### config.mk
export PLATFORM = sky130hd
export DESIGN_NAME = detector_scheduler_flat
export DESIGN_NICKNAME = d
export VERILOG_FILES = /design/src/rtl/detector_scheduler_if.sv /design/src/rtl/detector_scheduler.sv /design/src/flat_wrapper.sv
export SDC_FILE = /design/constraint.sdc
export NUM_CORES = 1
export LEC_CHECK = 0
export CAP_MARGIN = 10
export CORE_MARGIN = 3
export CORE_UTILIZATION = 44
export DETAILED_ROUTE_END_ITERATION = 6
export GPL_ROUTABILITY_DRIVEN = 0
export PLACE_DENSITY = 0.83
export SKIP_CTS_REPAIR_TIMING = 1
export SYNTH_ARGS = -nofsm -noshare
export SYNTH_HDL_FRONTEND = slang
export SYNTH_SLANG_ARGS = --single-unit
### constraint.sdc
create_clock -name clk -period 1.7 [get_ports clk]
set_input_delay 0.34 -clock clk [delete_from_list [all_inputs] [get_ports clk]]
set_output_delay 0.34 -clock clk [all_outputs]
set_load 0.02 [all_outputs]
### src/rtl/detector_scheduler_if.sv
// ---------------------------------------------------------------------------
// detector_scheduler_if
// Groups the request/data inputs and the detector-facing outputs of the
// detector scheduler into one bundle.
//
// Signals:
//   req         : level requests, bit i belongs to requester i
//   data0/data1 : pattern words of requesters 0 and 1
//   y           : sequence-detector output, one cycle behind x
//   grant       : one-hot, one-cycle acknowledge to the served requester
//   x           : serial bit driven to the detector
//   det_rst     : detector reset
//   busy        : scheduler is not idle
//   done        : one-cycle job-complete strobe
//   done_id     : requester of the last completed job
//   match_count : match count of the last completed job
//
// Modports:
//   master : the requester/detector side (drives req, data, y)
//   slave  : the scheduler itself
// ---------------------------------------------------------------------------
interface detector_scheduler_if #(
   parameter int WIDTH = 8
);

   localparam int CW = $clog2(WIDTH + 1);

   logic [1:0]       req;
   logic [WIDTH-1:0] data0;
   logic [WIDTH-1:0] data1;
   logic [1:0]       y;
   logic [1:0]       grant;
   logic             x;
   logic             det_rst;
   logic             busy;
   logic             done;
   logic             done_id;
   logic [CW-1:0]    match_count;

   modport master (
      output req, data0, data1, y,
      input  grant, x, det_rst, busy, done, done_id, match_count
   );

   modport slave (
      input  req, data0, data1, y,
      output grant, x, det_rst, busy, done, done_id, match_count
   );

endinterface

### src/rtl/detector_scheduler.sv
// ---------------------------------------------------------------------------
// detector_scheduler
// Round-robin scheduler that serves two requesters. For each granted job it
// resets an external sequence detector, shifts the winner's latched pattern
// word into it MSB first, counts how many detector outputs equal MATCH_CODE,
// and reports the count and the requester id with a one-cycle done strobe.
//
// Parameters:
//   WIDTH      : serial bits per job
//   MATCH_CODE : detector output value counted as a match
//
// Ports:
//   clk : single clock, all state changes on the rising edge
//   rst : asynchronous active-high reset
//   bus : detector_scheduler_if slave modport (req, data0, data1, y in;
//         grant, x, det_rst, busy, done, done_id, match_count out)
// ---------------------------------------------------------------------------
module detector_scheduler #(
   parameter int         WIDTH      = 8,
   parameter logic [1:0] MATCH_CODE = 2'b01
) (
   input logic                 clk,
   input logic                 rst,
   detector_scheduler_if.slave bus
);

   localparam int CW = $clog2(WIDTH + 1);
   localparam int BW = (WIDTH > 1) ? $clog2(WIDTH) : 1;

   typedef enum logic [2:0] {
      IDLE,
      LOAD,
      SHIFT,
      DRAIN,
      DONE
   } state_t;

   state_t           r_state;
   state_t           w_nextState;

   logic             r_lastServed;
   logic             r_winner;
   logic [WIDTH-1:0] r_shift;
   logic [BW-1:0]    r_bitCnt;
   logic [CW-1:0]    r_matchCnt;
   logic [CW-1:0]    r_matchCount;
   logic             r_doneId;

   logic             w_winner;
   logic             w_lastBit;
   logic             w_countUp;
   logic [CW-1:0]    w_countNext;
   logic [1:0]       w_grant;
   logic             w_x;
   logic             w_detRst;
   logic             w_busy;
   logic             w_done;

   // On a tie the requester that was not served last wins; a lone request
   // always wins because the other bit is zero.
   always_comb begin
      w_winner = bus.req[1];
      if (bus.req == 2'b11) begin
         w_winner = ~r_lastServed;
      end
   end

   // The detector output in SHIFT cycle 0 still reflects the reset detector,
   // so only SHIFT cycles 1..WIDTH-1 and the DRAIN cycle are scored. The
   // saturation guard keeps the count from ever wrapping past WIDTH.
   always_comb begin
      w_lastBit   = (r_bitCnt == BW'(WIDTH - 1));
      w_countUp   = 1'b0;
      if (((r_state == SHIFT) && (r_bitCnt != '0)) || (r_state == DRAIN)) begin
         w_countUp = (bus.y == MATCH_CODE) && (r_matchCnt != CW'(WIDTH));
      end
      w_countNext = w_countUp ? (r_matchCnt + CW'(1)) : r_matchCnt;
   end

   // State register; reset drops straight back to IDLE, aborting any job.
   always_ff @(posedge clk or posedge rst) begin
      if (rst) begin
         r_state <= IDLE;
      end else begin
         r_state <= w_nextState;
      end
   end

   // Next-state and Moore outputs. det_rst also follows rst directly so the
   // detector is held in reset for as long as the scheduler is.
   always_comb begin
      w_nextState = r_state;
      w_grant     = 2'b00;
      w_x         = 1'b0;
      w_detRst    = rst;
      w_busy      = (r_state != IDLE);
      w_done      = 1'b0;
      case (r_state)
         IDLE: begin
            if (bus.req != 2'b00) begin
               w_nextState = LOAD;
            end
         end
         LOAD: begin
            w_grant     = r_winner ? 2'b10 : 2'b01;
            w_detRst    = 1'b1;
            w_nextState = SHIFT;
         end
         SHIFT: begin
            w_x = r_shift[WIDTH-1];
            if (w_lastBit) begin
               w_nextState = DRAIN;
            end
         end
         DRAIN: begin
            w_nextState = DONE;
         end
         DONE: begin
            w_done      = 1'b1;
            w_nextState = IDLE;
         end
         default: begin
            w_nextState = IDLE;
         end
      endcase
   end

   // Job datapath: the winner's word is captured on the IDLE->LOAD edge so
   // later data changes cannot disturb the job. Results are loaded on the
   // DRAIN->DONE edge so they are already visible while done is high, and
   // they hold until the next job completes.
   always_ff @(posedge clk or posedge rst) begin
      if (rst) begin
         r_lastServed <= 1'b1;
         r_winner     <= 1'b0;
         r_shift      <= '0;
         r_bitCnt     <= '0;
         r_matchCnt   <= '0;
         r_matchCount <= '0;
         r_doneId     <= 1'b0;
      end else begin
         case (r_state)
            IDLE: begin
               if (bus.req != 2'b00) begin
                  r_winner     <= w_winner;
                  r_lastServed <= w_winner;
                  r_shift      <= w_winner ? bus.data1 : bus.data0;
               end
            end
            LOAD: begin
               r_bitCnt   <= '0;
               r_matchCnt <= '0;
            end
            SHIFT: begin
               r_shift    <= r_shift << 1;
               r_bitCnt   <= r_bitCnt + BW'(1);
               r_matchCnt <= w_countNext;
            end
            DRAIN: begin
               r_matchCnt   <= w_countNext;
               r_matchCount <= w_countNext;
               r_doneId     <= r_winner;
            end
            default: begin
            end
         endcase
      end
   end

   assign bus.grant       = w_grant;
   assign bus.x           = w_x;
   assign bus.det_rst     = w_detRst;
   assign bus.busy        = w_busy;
   assign bus.done        = w_done;
   assign bus.done_id     = r_doneId;
   assign bus.match_count = r_matchCount;

endmodule

### src/flat_wrapper.sv
// flat-port wrapper written by rule: the top's interface ports become plain ports
module detector_scheduler_flat 
#(
   parameter int         WIDTH      = 8,
   parameter logic [1:0] MATCH_CODE = 2'b01
)
  (clk, rst, bus_req, bus_data0, bus_data1, bus_y, bus_grant, bus_x, bus_det_rst, bus_busy, bus_done, bus_done_id, bus_match_count);
  detector_scheduler_if #(.WIDTH(WIDTH)) bus_i ();
  input logic clk;
  input logic rst;
  input wire logic [$bits(bus_i.req)-1:0] bus_req;
  input wire logic [$bits(bus_i.data0)-1:0] bus_data0;
  input wire logic [$bits(bus_i.data1)-1:0] bus_data1;
  input wire logic [$bits(bus_i.y)-1:0] bus_y;
  output wire logic [$bits(bus_i.grant)-1:0] bus_grant;
  output wire logic [$bits(bus_i.x)-1:0] bus_x;
  output wire logic [$bits(bus_i.det_rst)-1:0] bus_det_rst;
  output wire logic [$bits(bus_i.busy)-1:0] bus_busy;
  output wire logic [$bits(bus_i.done)-1:0] bus_done;
  output wire logic [$bits(bus_i.done_id)-1:0] bus_done_id;
  output wire logic [$bits(bus_i.match_count)-1:0] bus_match_count;
  assign bus_i.req = bus_req;
  assign bus_i.data0 = bus_data0;
  assign bus_i.data1 = bus_data1;
  assign bus_i.y = bus_y;
  assign bus_grant = bus_i.grant;
  assign bus_x = bus_i.x;
  assign bus_det_rst = bus_i.det_rst;
  assign bus_busy = bus_i.busy;
  assign bus_done = bus_i.done;
  assign bus_done_id = bus_i.done_id;
  assign bus_match_count = bus_i.match_count;
  detector_scheduler #(.WIDTH(WIDTH), .MATCH_CODE(MATCH_CODE)) u_core (.clk(clk), .rst(rst), .bus(bus_i));
endmodule
Word-level counts from Yosys, hierarchy flattened:

Cells that the tools add are included.

* reduce and logical (&&, ||, !) cells: 14
* bitwise gates (word level): 1
* mux-type cells: 16
* equality and inequality tests: 10
* $add $sub $neg: 2

Operator list (number)
* $mux 8: 2
* $pmux 8 s2: 1
* $pmux 3 s4: 1
* $pmux 4 s2: 1
* $reduce_bool 2->1: 4
* $eq 3x2->1 const B: 2
* $eq 3x3->1 const B: 2
* $mux 3: 2
* $pmux 3 s2: 1
* $reduce_and 2->1: 3
* $reduce_bool 3->1: 2
* $mux 1: 5
* $add 4x1->4 const B: 1
* $mux 2: 2
* $mux 4: 1
* $ne 2x1->1 const B: 2
* $ne 4x4->1 const B: 1
* $add 3x1->3 const B: 1
* $eq 3x1->1 const B: 1
* $logic_not 3->1: 1
* $eq 2x1->1 const B: 1
* $eq 2x2->1 const B: 1
* $logic_and 1x1->1: 2
* $reduce_or 2->1: 1
* 2 further kinds: 2

* bits in registers: 25
* output and inout port bits: 11
* word-level logic and storage cells: 51

Depth between registers and ports, before layout:

* depth after elaboration: 6
* gate-level depth with buffers: 6
* depth with buffers taken out: 6

Worst setup path after synthesis:

Ideal clock, no wire load.

* kind: input to output
* start: input rst
* end: output bus_det_rst
* buffers on the path: 0
* data arrival time: 1.335 ns
* setup slack: 0.025 ns
* data required time: 1.360 ns
* cell stages on the path: 2
* path through: inv_1 > o21ai_0

* word-level cells in the longest chain between the ends: 1

RTL lines
* from (decl): RTL line flat_wrapper.sv:10 `input logic rst;`
* $mux 1: RTL line detector_scheduler.sv:98 `case (r_state)`
* to (decl): RTL line flat_wrapper.sv:17 `output wire logic [$bits(bus_i.det_rst)-1:0] bus_det_rst;`

Every way passes these cells.

Worst setup path after layout:

* start: register u_core.r_state[2]
* end: register u_core.r_matchCount[2], in the netlist u_core.bus.match_count[2]

* word-level cells in the longest chain between the ends: 5
* elaborated cells on any way between the ends: 6
* those cells by class: eq/ne (2); mux (2); reduce/logical (2)

RTL lines
* from (decl): RTL line detector_scheduler.sv:38 `state_t r_state;`
* from (signal assigned): RTL line detector_scheduler.sv:85 `r_state <= w_nextState;`
* $eq 3x2->1: RTL line detector_scheduler.sv:74 `if (((r_state == SHIFT) && (r_bitCnt != '0)) || (r_state == DRAIN)) begin`
* $logic_and 1x1->1: RTL line detector_scheduler.sv:74
* $logic_or 1x1->1: RTL line detector_scheduler.sv:74
* $mux 1: RTL line detector_scheduler.sv:74
* $mux 4: RTL line detector_scheduler.sv:77 `w_countNext = w_countUp ? (r_matchCnt + CW'(1)) : r_matchCnt;`
* to (signal assigned): RTL line detector_scheduler.sv:161 `r_matchCount <= w_countNext;`
* to (decl): RTL line detector_scheduler.sv:46 `logic [CW-1:0] r_matchCount;`

Parallel ways exist; a longest one is shown, timed or not.
A chain may end at the register's enable or synchronous reset.

==> flow_summary.ini <==
[run_status]
status = complete, but fails checks
violations = setup timing

[detailed_routing]
drt-initial-drc-count = 41
drt_wl_total_um = 2980
drt.antenna.violating_nets = 0
routedWlPerCell_um = 15.0
drcViolationCount = 0
dr.pass1.iters = 4
vias_per_cell = 5.52
routed-via-count = 1092

[critical_path]
path_max_fanout = 4
slowest_delay_ps = 470
cp_top_family = simple AND/OR/NAND/NOR gates
critical_path_class = flop to flop
reg2reg_from = u_core.r_state[2]
r2r_setup_slack_ps = -30
critPathLaunch = u_core.r_state[2]
crit_path_top_delay_cell = dfrtp_2
critPathLaunchType = flop
cp_cell_sequence = buf_6 > nand4bb_4 > or3b_4 > mux2_4 > a21oi_2
worst-path-buf-inv = 1
crit_cells = 5
r2r_cells = 5
cp.required_ps = 1970
crit_arrival_ps = 2000
setup.worst_path.end = u_core.bus.match_count[2]
cp-end-kind = flop
reg2reg_to = u_core.bus.match_count[2]

[timing]
worstMarginPinSlew_ps = 395
worst_slack_ps = -26.4
drv_slew = 0
relSlewSlack_pct = 73.5
period_needed_ps = 1730
finalCritPeriodShare_pct = 102
setup_viol = 1
rsz0062_at_grt = true
fmax_mhz = 579
fin_skew_ps = 8.81
hold_viol = 0

[cells_and_area]
finish.utilization_pct = 67.6
final_common_cell = clkdlybuf4s50_1
final_cell_mix = 25 x clkdlybuf4s50_1, 20 x dfrtp_1, 14 x buf_4
seqCellArea_sq_um = 632
multi_input_area_sq_um = 712
area_delta_synth_final_pct = 43.5
antenna_cells = 0
drive_gt1_share_pct = 30.5
fill_cells = 223
fin_nets = 195

[yosys]
yosys_register_bits = 25
synth_fp_nets = 147
seq_area_frac_synth_pct = 47.0
synth_area_per_cell_sq_um = 11.1
ys.flop_type = dfrtp_1
yosys_warnings = 0
synth.distinct_cells = 36
async_reset_ff_share_pct = 100
syn_area_sq_um = 1330
netlist_instances = 120
synth_edf_count = 0

[placed_design]
hpwl_um = 2310
io_buffers = 32

[power_and_ir_drop]
report.power.total_mw = 3.08
p_int_mw = 1.85
p_comb_share_pct = 57.4
pwr_density_cell_nw_per_um2 = 1610
p_switching_mw = 1.23
p_leak_nw = 0.888
seqPwrFrac_pct = 33.6
p_clk_share_pct = 9.1
ir_worst_vdd_uv = 907
power_switching_share_pct = 39.9

[floorplan]
initial_utilization_pct = 47.1
die_area_sq_um = 3720
die_height_um = 61.0
rows = 19
core_sq_um = 2830
fp.dieW_um = 61.0
pin_count = 33

[grt]
grt_overflow_total = 0
grt_pass1_vias = 1119
grt_max_degree = 26
grt.total_usage_pct = 17.1
antenna_found_initial = 0
grt_pass1_wl_um = 4770

[clocking]
cts.sinks = 25
htree_levels = 1
cts_tree = built
clock_path_buffers = 2
clock_latency_ps = 330
cts_buffers = 3
clk_pin_slew_ps = 140
root_buffer = clkbuf_4

[flow_run]
maxCapViolations = 0

[min_path]
hp-class = primary input to async pin
flip-flops by register name, indices dropped and copies added (netlist names):
signal	flops
u_core.bus.done_id	1
u_core.bus.match_count	4
u_core.r_bitCnt	3
u_core.r_lastServed	1
u_core.r_matchCnt	4
u_core.r_shift	8
u_core.r_state	3
u_core.r_winner	1
synthesized netlist by cell type, drive strengths merged, types with 2 or more instances:
master | n | share of area (%)
clkbuf | 5 | 1.5
xor2 | 2 | 1.3
mux2i | 9 | 6.8
buf | 2 | 0.75
nor3b | 4 | 2.3
o21ai | 5 | 1.9
a21oi | 4 | 1.8
mux2 | 5 | 4.5
a221o | 8 | 6.0
dfrtp | 24 | 45
nor3 | 5 | 2.6
a22o | 4 | 2.6
inv | 9 | 2.5
and3b | 2 | 1.3
ha | 5 | 4.7
nor2 | 10 | 2.8
nand2 | 3 | 0.85
worst min-delay path by stage:
stage,start,endpoint
4_1_cts,rst,u_core.bus.match_count[0]
6_report,rst,u_core.bus.match_count[3]
3_5_place_dp,u_core.r_shift[7],u_core.r_shift[7]
2_1_floorplan,rst,u_core.bus.done_id
5_1_grt,rst,u_core.bus.match_count[2]
3_3_place_gp,u_core.bus.match_count[0],u_core.bus.match_count[0]
routing by layer:
| layer | share of wire (%) | routed length, um | global-route usage (%) | up-vias |
|---|---|---|---|---|
| met4 | 1.2 | 36 | 6.19 | 0 |
| met2 | 55 | 1640 | 32.8 | 31 |
| met5 | 0 | 0 | 0 | - |
| li1 | - | - | - | 526 |
| met3 | 4.3 | 129 | 2.94 | 3 |
| met1 | 39 | 1170 | 18.7 | 532 |
cell type report:
cell class,count,area share [%]
timing repair buffer,50,24.5
sequential,25,33.0
clock buffer,3,1.18
multi-input combinational,79,37.2
tap,31,2.03
clock inverter,1,0.262
inverter,9,1.77
per-stage QoR:
stage / hold WS [ps] / std cells / cell area, sq um / worst slack, ps / setup TNS [ps]
6_report: 350 / 198 / 1910 / -26.4 / -26.4
5_1_grt: 382 / 198 / 1910 / -52.2 / -268
4_1_cts: 373 / 197 / 1820 / -489 / -3000
3_5_place_dp: 494 / 193 / 1790 / -206 / -2400
3_3_place_gp: 491 / 193 / 1790 / -166 / -1820
2_1_floorplan: 373 / 120 / 1330 / 25.3 / 0
tightest hold or removal path, stage by stage:
cell and delay, ps:
clkdlybuf4s50_1 400, inv_1 60, buf_4 300
logic make-up (layout without fill, tap and decap cells):
family,after synthesis,count (layout),share of synthesized area [%]
AO/OA/AOI/OAI,26,26,15.1
buffers and inverters,16,63,4.79
adder cells (fa/ha/maj),5,5,4.69
AND/OR/NAND/NOR,31,31,15.1
flip-flops,25,25,47.0
multiplexers,14,14,11.3
XOR/XNOR,3,3,1.97
power groups by stage:
stage / Combinational (mW) / Sequential [mW] / Clock (mW)
2_1_floorplan: 0.916 / 1.04 / 0
3_3_place_gp: 1.56 / 0.991 / 0
3_5_place_dp: 1.63 / 1.01 / 0
4_1_cts: 1.63 / 1.00 / 0.279
5_1_grt: 1.92 / 1.06 / 0.303
6_report: 1.77 / 1.03 / 0.279
No activity file was read; power rests on OpenSTA's default activity.
